### config.mk
export PLATFORM = sky130hd
export DESIGN_NAME = step_scheduler_flat
export DESIGN_NICKNAME = d
export VERILOG_FILES = /design/src/rtl/step_sched_pkg.sv /design/src/rtl/step_scheduler_if.sv /design/src/rtl/step_timer.sv /design/src/rtl/step_scheduler.sv /design/src/flat_wrapper.sv
export SDC_FILE = /design/constraint.sdc
export NUM_CORES = 1
export LEC_CHECK = 0
export CAP_MARGIN = 20
export CORE_AREA = 2 2 77 79
export CTS_CLUSTER_DIAMETER = 50
export CTS_CLUSTER_SIZE = 8
export DETAILED_ROUTE_END_ITERATION = 6
export DIE_AREA = 0 0 79 81
export HOLD_SLACK_MARGIN = 0.06
export PLACE_DENSITY_LB_ADDON = 0.12
export SYNTH_ARGS = -nofsm -noshare
export SYNTH_HDL_FRONTEND = slang
export SYNTH_SLANG_ARGS = --single-unit
### constraint.sdc
create_clock -name clk -period 6.3 [get_ports clk]
set_clock_uncertainty 0.05 [all_clocks]
set_input_delay 1.26 -clock clk [delete_from_list [all_inputs] [get_ports clk]]
set_output_delay 1.26 -clock clk [all_outputs]
set_load 0.05 [all_outputs]
### src/rtl/step_sched_pkg.sv
`default_nettype none
// ============================================================================
// Module   : step_sched_pkg
// Brief    : Shared state encodings, source codes and width helper for the
//            step scheduler.
// Revision : 1.0 - initial release
// ============================================================================
package step_sched_pkg;

  localparam logic [1:0] ST_IDLE      = 2'd0;
  localparam logic [1:0] ST_DIR_SETUP = 2'd1;
  localparam logic [1:0] ST_STEP_HIGH = 2'd2;
  localparam logic [1:0] ST_STEP_LOW  = 2'd3;

  localparam logic SRC_AUTO = 1'b0;
  localparam logic SRC_MAN  = 1'b1;

  // Effective period is the requested word scaled by the prescaler, unsigned.
  function automatic int period_eff_width(input int width_work, input int prescale);
    return width_work + prescale;
  endfunction

endpackage
`default_nettype wire

### src/rtl/step_scheduler_if.sv
`default_nettype none
// ============================================================================
// Module   : step_scheduler_if
// Brief    : Requester inputs and motor-pin outputs of the step scheduler.
// Revision : 1.0 - initial release
// ============================================================================
interface step_scheduler_if #(
  parameter int WIDTH_WORK = 16
);
  logic                  auto_en;
  logic [WIDTH_WORK-1:0] auto_period;
  logic                  auto_dir;
  logic                  man_en;
  logic [WIDTH_WORK-1:0] man_period;
  logic                  man_dir;
  logic                  pos_clr;
  logic                  step;
  logic                  dir;
  logic                  drv_en;
  logic                  src;
  logic signed [31:0]    pos;

  modport master (
    output auto_en, auto_period, auto_dir, man_en, man_period, man_dir, pos_clr,
    input  step, dir, drv_en, src, pos
  );

  modport slave (
    input  auto_en, auto_period, auto_dir, man_en, man_period, man_dir, pos_clr,
    output step, dir, drv_en, src, pos
  );
endinterface
`default_nettype wire

### src/rtl/step_timer.sv
`default_nettype none
// ============================================================================
// Module   : step_timer
// Brief    : Loadable down-counter; done is high while the count sits at 0.
// Revision : 1.0 - initial release
// ============================================================================
module step_timer #(
  parameter int WIDTH = 19
) (
  input  logic             clk,
  input  logic             rst_n,
  input  logic             i_load,
  input  logic [WIDTH-1:0] i_value,
  output logic             o_done
);

  logic [WIDTH-1:0] r_count;

  always_ff @(posedge clk or negedge rst_n) begin
    if (!rst_n) begin
      r_count <= '0;
    end else if (i_load) begin
      r_count <= i_value;
    end else if (r_count != '0) begin
      r_count <= r_count - 1'b1;
    end
  end

  assign o_done = (r_count == '0);

endmodule
`default_nettype wire

### src/rtl/step_scheduler.sv
`default_nettype none
// ============================================================================
// Module   : step_scheduler
// Brief    : Arbitrates AUTO/MANUAL step requests into STEP/DIR/ENABLE pins.
//            Optional position counter enabled by STEP_POS_COUNTER_EN.
// Revision : 1.0 - initial release
// ============================================================================
module step_scheduler
  import step_sched_pkg::*;
#(
  parameter int WIDTH_WORK = 16,
  parameter int PRESCALE   = 3,
  parameter int PULSE_HIGH = 100,
  parameter int DIR_SETUP  = 250,
  parameter int MIN_PERIOD = 200
) (
  input  logic          clk,
  input  logic          rst_n,
  step_scheduler_if.slave bus
);

  localparam int              c_PW         = period_eff_width(WIDTH_WORK, PRESCALE);
  localparam logic [c_PW-1:0] c_HIGH_LOAD  = c_PW'(PULSE_HIGH - 1);
  localparam logic [c_PW-1:0] c_SETUP_LOAD = c_PW'(DIR_SETUP - 1);
  localparam logic [c_PW-1:0] c_LOW_TRIM   = c_PW'(PULSE_HIGH + 1);
  localparam logic [c_PW-1:0] c_MIN_PERIOD = c_PW'(MIN_PERIOD);

  logic [1:0]            r_state;
  logic                  r_dir;
  logic                  r_src;
  logic [c_PW-1:0]       r_period_eff;

  logic                  w_man_v;
  logic                  w_auto_v;
  logic                  w_valid;
  logic                  w_tgt_dir;
  logic                  w_tgt_src;
  logic [WIDTH_WORK-1:0] w_tgt_period;
  logic [c_PW-1:0]       w_shifted;
  logic [c_PW-1:0]       w_tgt_peff;
  logic                  w_arb;
  logic                  w_done;
  logic                  w_load;
  logic [c_PW-1:0]       w_load_val;
  logic [1:0]            w_next_state;

  assign w_man_v      = bus.man_en  && (bus.man_period  != '0);
  assign w_auto_v     = bus.auto_en && (bus.auto_period != '0);
  assign w_valid      = w_man_v || w_auto_v;
  assign w_tgt_src    = w_man_v ? SRC_MAN : SRC_AUTO;
  assign w_tgt_dir    = w_man_v ? bus.man_dir : bus.auto_dir;
  assign w_tgt_period = w_man_v ? bus.man_period : bus.auto_period;
  assign w_shifted    = {w_tgt_period, {PRESCALE{1'b0}}};
  assign w_tgt_peff   = (w_shifted < c_MIN_PERIOD) ? c_MIN_PERIOD : w_shifted;

  // Requests are only looked at while idle or at the close of a full period.
  assign w_arb = (r_state == ST_IDLE) || ((r_state == ST_STEP_LOW) && w_done);

  always_comb begin
    w_next_state = r_state;
    w_load       = 1'b0;
    w_load_val   = '0;
    case (r_state)
      ST_IDLE, ST_STEP_LOW: begin
        if (w_arb) begin
          if (!w_valid) begin
            w_next_state = ST_IDLE;
          end else if (w_tgt_dir != r_dir) begin
            w_next_state = ST_DIR_SETUP;
            w_load       = 1'b1;
            w_load_val   = c_SETUP_LOAD;
          end else begin
            w_next_state = ST_STEP_HIGH;
            w_load       = 1'b1;
            w_load_val   = c_HIGH_LOAD;
          end
        end
      end
      ST_DIR_SETUP: begin
        if (w_done) begin
          w_next_state = ST_STEP_HIGH;
          w_load       = 1'b1;
          w_load_val   = c_HIGH_LOAD;
        end
      end
      ST_STEP_HIGH: begin
        if (w_done) begin
          w_next_state = ST_STEP_LOW;
          w_load       = 1'b1;
          w_load_val   = r_period_eff - c_LOW_TRIM;
        end
      end
      default: w_next_state = ST_IDLE;
    endcase
  end

  step_timer #(
    .WIDTH (c_PW)
  ) u_timer (
    .clk     (clk),
    .rst_n   (rst_n),
    .i_load  (w_load),
    .i_value (w_load_val),
    .o_done  (w_done)
  );

  always_ff @(posedge clk or negedge rst_n) begin
    if (!rst_n) begin
      r_state      <= ST_IDLE;
      r_dir        <= 1'b0;
      r_src        <= SRC_AUTO;
      r_period_eff <= '0;
    end else begin
      r_state <= w_next_state;
      if (w_arb && w_valid) begin
        r_src        <= w_tgt_src;
        r_dir        <= w_tgt_dir;
        r_period_eff <= w_tgt_peff;
      end
    end
  end

  assign bus.step   = (r_state == ST_STEP_HIGH);
  assign bus.drv_en = (r_state != ST_IDLE);
  assign bus.dir    = r_dir;
  assign bus.src    = r_src;

`ifdef STEP_POS_COUNTER_EN
  logic               w_enter_high;
  logic signed [31:0] r_pos;

  // Any path into STEP_HIGH has DIR already settled, so r_dir is the step direction.
  assign w_enter_high = (w_next_state == ST_STEP_HIGH) && (r_state != ST_STEP_HIGH);

  always_ff @(posedge clk or negedge rst_n) begin
    if (!rst_n) begin
      r_pos <= '0;
    end else if (bus.pos_clr) begin
      r_pos <= '0;
    end else if (w_enter_high) begin
      r_pos <= r_dir ? (r_pos + 32'sd1) : (r_pos - 32'sd1);
    end
  end

  assign bus.pos = r_pos;
`else
  logic w_unused_pos_clr;
  assign w_unused_pos_clr = bus.pos_clr;
  assign bus.pos          = '0;
`endif

endmodule
`default_nettype wire

### src/flat_wrapper.sv
// flat-port wrapper written by rule: the top's interface ports become plain ports
module step_scheduler_flat import step_sched_pkg::*;
#(
  parameter int WIDTH_WORK = 16,
  parameter int PRESCALE   = 3,
  parameter int PULSE_HIGH = 100,
  parameter int DIR_SETUP  = 250,
  parameter int MIN_PERIOD = 200
)
  (clk, rst_n, bus_auto_en, bus_auto_period, bus_auto_dir, bus_man_en, bus_man_period, bus_man_dir, bus_pos_clr, bus_step, bus_dir, bus_drv_en, bus_src, bus_pos);
  step_scheduler_if #(.WIDTH_WORK(WIDTH_WORK)) bus_i ();
  input  logic clk;
  input  logic rst_n;
  input wire logic [$bits(bus_i.auto_en)-1:0] bus_auto_en;
  input wire logic [$bits(bus_i.auto_period)-1:0] bus_auto_period;
  input wire logic [$bits(bus_i.auto_dir)-1:0] bus_auto_dir;
  input wire logic [$bits(bus_i.man_en)-1:0] bus_man_en;
  input wire logic [$bits(bus_i.man_period)-1:0] bus_man_period;
  input wire logic [$bits(bus_i.man_dir)-1:0] bus_man_dir;
  input wire logic [$bits(bus_i.pos_clr)-1:0] bus_pos_clr;
  output wire logic [$bits(bus_i.step)-1:0] bus_step;
  output wire logic [$bits(bus_i.dir)-1:0] bus_dir;
  output wire logic [$bits(bus_i.drv_en)-1:0] bus_drv_en;
  output wire logic [$bits(bus_i.src)-1:0] bus_src;
  output wire logic [$bits(bus_i.pos)-1:0] bus_pos;
  assign bus_i.auto_en = bus_auto_en;
  assign bus_i.auto_period = bus_auto_period;
  assign bus_i.auto_dir = bus_auto_dir;
  assign bus_i.man_en = bus_man_en;
  assign bus_i.man_period = bus_man_period;
  assign bus_i.man_dir = bus_man_dir;
  assign bus_i.pos_clr = bus_pos_clr;
  assign bus_step = bus_i.step;
  assign bus_dir = bus_i.dir;
  assign bus_drv_en = bus_i.drv_en;
  assign bus_src = bus_i.src;
  assign bus_pos = bus_i.pos;
  step_scheduler #(.WIDTH_WORK(WIDTH_WORK), .PRESCALE(PRESCALE), .PULSE_HIGH(PULSE_HIGH), .DIR_SETUP(DIR_SETUP), .MIN_PERIOD(MIN_PERIOD)) u_core (.clk(clk), .rst_n(rst_n), .bus(bus_i));
endmodule
==> reports/results.md <==
| Parameter | Reported |
| --- | --- |
| Run status | finished, final reports clean |
| Total grt overflow | 0 |
| Global-route total usage across every layer | 20.6% |
| Final Instance Count excl. Fillers | 457 |
| Met2 WL post-DR | 2870 um |
| Number of search-and-repair iterations in the first detailed-routing pass | 4 |
| Reported max-cap violation count | 0 |
| Number of enable-type register cells in the synthesized netlist | 0 |
| Number of setup buffers added after CTS | 0 |
| Wire length of the first global-routing pass | 10500 um |
| Final period utilization | 58.5% |
| Total power per unit cell area | 366 nW/um2 |
| Xor/xnor cell area share of the yosys netlist | 8.34% |
| Final Max Tran Viols | 0 |
| Cell-by-cell listing of the critical path | clkdlybuf4s50_1 > nor4_1 > nand2_1 > o21ai_2 > buf_4 > mux2i_1 > xor2_1 > nand2b_1 > o221ai_1 |
| Critical path depth | 9 |
| Fill cell instance count of the final layout | 558 |
| Required time reported for the critical path endpoint | 6.41 ns |
| Met3 wire length | 275 um |
| Layout area overhead | 14.0% |
| Chip Height | 81 um |
| Pin slew with the least headroom to its limit | 0.847 ns |
| Number of buffers added to fix hold violations after cts | 0 |
| Worst rel slew slack | 43.6% |
| Tightest Hold Check Type | reg2reg |
| Core Rows | 28 |
| Effective utilization at floorplan | 51.8% |
| Post-synthesis adder-cell area fraction | 2.55% |
| CP max stage cell | clkdlybuf4s50_1 |
| Clock transition at the registers of the reported paths | 0.07 ns |
| Die Area | 6400 um2 |
| Number of antenna diodes | 0 |
| Hold Violations, Final | 0 |
| Average footprint of a synthesized cell | 8.53 um2 |
| Fmax | 271 MHz |
| Synthesized netlist cell count | 345 |
| Root Buffer Master | clkbuf_8 |
| Compound-cell area share of the yosys netlist | 16.1% |
| Mean routed wirelength per cell | 13.5 um |
| Slowest cell delay on critical path | 0.44 ns |
| Final design utilization | 59.1% |
| Worst Hold Path Cells | 2 |
| Wire length the detailed router placed on met1 | 2940 um |
| Number of register bits inferred by synthesis | 39 |
| Seq/Total Area, Yosys | 33.2% |
| Category of the most critical setup path | in2reg |
| Detailed Place HPWL | 4790 um |
| Yosys synthesis warning count | 0 |
| Startpoint type of the worst setup path | input port |
| Number of remaining DRC errors | 0 |
| Maximum clock path buffer count | 2 |
| Worst path arrival time | 3.79 ns |
| Number of global-route vias before repair | 2313 |
| Average via count per standard cell | 5.31 |
| Highest routed layer | met4 |
| Netlist area before placement | 2940 um2 |
| Count of instances resized after the clock tree is built | 0 |
| Maximum vdd ir drop | 0.184 mV |
| Static Leakage | 1.34 nW |
| Post-route minimum period | 3.68 ns |
| Main combinational cell family by area after synthesis | simple AND/OR/NAND/NOR gates |
| Share of post-route cells with drive strength above 1 | 7.07% |
| Buf+Inv Stages, Crit Path | 2 |
| Total of endpoints with negative setup slack in the final report | 0 |
| Placed Instances | 450 |
| Number of nets in the final layout | 428 |
| Port buffer count | 41 |
| Post-synthesis share of cell area spent on and, or, nand and nor gates | 22.9% |
| Top flip-flop cell by instance count after synthesis | dfrtp_1 |
| Number of routed nets with antenna violations | 0 |
| Summed negative setup slack over all endpoints | 0 ns |
| Total CTS buffers | 5 |
| CP endpoint kind | register |
| Number of antenna violations at the first check in global routing | 0 |
| Core region area | 5680 um2 |
| Via total after detailed routing | 2426 |
| Clock tree from TritonCTS | yes |
| Number of design-rule violations left by the first detailed-router iteration | 90 |
| Multiplexer share of the synthesized area | 5.32% |
| Share of synthesized flip-flops with an asynchronous set or reset | 100% |
| Wire length reported by the detailed router | 6180 um |
| Width of the die | 79 um |
| Maximum level of the CTS H-tree | 2 |
| Largest net degree at the start of global routing | 40 |
| Number of distinct library cell variants in the gate-level netlist after synthesis | 58 |
| Worst-skew pair later-pin latency | 0.30 ns |
| Count of boundary I/O pins | 75 |
| Maximum fanout along the worst path | 23 |
| RSZ-0062 raised after global routing | no |
| Clock sink count | 39 |
| Critical path's top delay family | simple AND/OR/NAND/NOR gates |
| RD Place Congestion | 0.887 |
| Worst-case reg-to-reg path depth | 9 |
==> worst reg2reg max path: cells and delay by family (launching register included) <==
family / cells / cell delay [ns]
AO/OA/AOI/OAI: 2 / 0.42
adder cells (fa/ha/maj): 1 / 0.18
buffers and inverters: 1 / 0.07
flip-flops: 1 / 0.43
AND/OR/NAND/NOR: 5 / 1.57
==> cell families (layout without fill, tap and decap cells) <==
family,Yosys count,after routing
AO/OA/AOI/OAI,71,71
XOR/XNOR,28,28
adder cells (fa/ha/maj),6,6
buffers and inverters,52,58
flip-flops,39,39
multiplexers,15,15
other,1,32
AND/OR/NAND/NOR,133,133
==> final timing paths <==
path                                            from  slack [ns]                          to
setup / recovery                  bus_man_period[13]        2.62   u_core.u_timer.r_count[7]
setup reg to reg           u_core.u_timer.r_count[0]        3.46  u_core.u_timer.r_count[12]
hold reg to reg                       u_core.bus.src        0.49              u_core.bus.src
min in group asynchronous                      rst_n        1.01   u_core.u_timer.r_count[1]
hold / removal                        u_core.bus.src        0.49              u_core.bus.src
max in group asynchronous                      rst_n        4.65  u_core.u_timer.r_count[16]
==> sequential cells by signal, indices dropped and copies added, names as in the netlist <==
| name | flops |
|---|---|
| u_core.u_timer.r_count | 19 |
| u_core.bus.src | 1 |
| u_core.bus.dir | 1 |
| u_core.r_period_eff | 16 |
| u_core.r_state | 2 |
==> cell usage in the layout (no fill, tap or decap), drive strengths merged, types with 2 or more instances in the layout <==
cell           Yosys  final
o22ai              8      8
nand2b             3      3
nand3              5      5
clkbuf             3      6
or2                5      5
ha                 6      6
inv                9      9
and3               2      2
a21oi             18     18
nor4               9      9
nand4              2      2
nand2             30     30
mux2               2      2
nor2              44     44
o21ai             15     15
and2               3      3
a31oi              7      7
conb               1     32
or4                4      4
mux2i             13     13
o22a               6      6
a221oi             2      2
xor2               9      9
xnor2             19     19
o211ai             3      3
clkdlybuf4s50      0     40
or3                5      5
nor2b              3      3
a22oi              2      2
dfrtp             39     39
nor3              16     16
buf               40      3
==> through the flow <==
stage	cell area [um2]	hold slack, ns	power [mW]	setup WS (ns)
6_report	3350	0.486	1.23	2.62
5_1_grt	3350	0.527	1.32	2.38
4_1_cts	3340	0.500	1.24	2.67
3_5_place_dp	3270	0.484	1.07	2.34
3_3_place_gp	3270	0.451	1.06	2.38
2_1_floorplan	3060	0.449	0.941	3.13
==> report_power, final <==
group | internal (mW) | total [mW] | switching (mW)
Combinational | 0.259 | 0.570 | 0.310
Clock | 0.0738 | 0.158 | 0.0838
Sequential | 0.372 | 0.501 | 0.129
Total | 0.706 | 1.23 | 0.523
==> synthesized netlist by cell type (4+ instances only) <==
master	instances	area share [%]
a21oi_1	17	2.9
a31oi_1	7	1.5
buf_2	6	1.0
buf_4	32	8.2
dfrtp_1	39	33
ha_1	6	2.6
inv_1	9	1.1
mux2i_1	13	4.4
nand2_1	29	3.7
nand3_1	4	0.68
nor2_1	43	5.5
nor3_1	15	2.6
nor4_1	8	1.7
o21ai_0	11	1.9
o22a_1	6	1.8
o22ai_1	8	1.7
or2_2	4	0.85
or3_1	4	0.85
xnor2_1	19	5.7
xor2_1	9	2.7
==> area by class of cell <==
cell class / count / area [um2] / share of cell area, %
Timing Repair Buffer: 43 / 428 / 12.8
Sequential cell: 39 / 976 / 29.1
Tap cell: 75 / 93.8 / 2.80
Multi-Input combinational cell: 285 / 1750 / 52.2
Inverter: 9 / 33.8 / 1.01
Clock buffer: 6 / 72.6 / 2.16
==> layer usage <==
metal / track usage [%] / vias to the layer above
li1: - / 1229
met1: 27.8 / 1126
met2: 33.7 / 66
met3: 3.78 / 5
met4: 6.21 / 0
met5: 0 / -
Note: power is estimated with default switching activity, not from simulation.
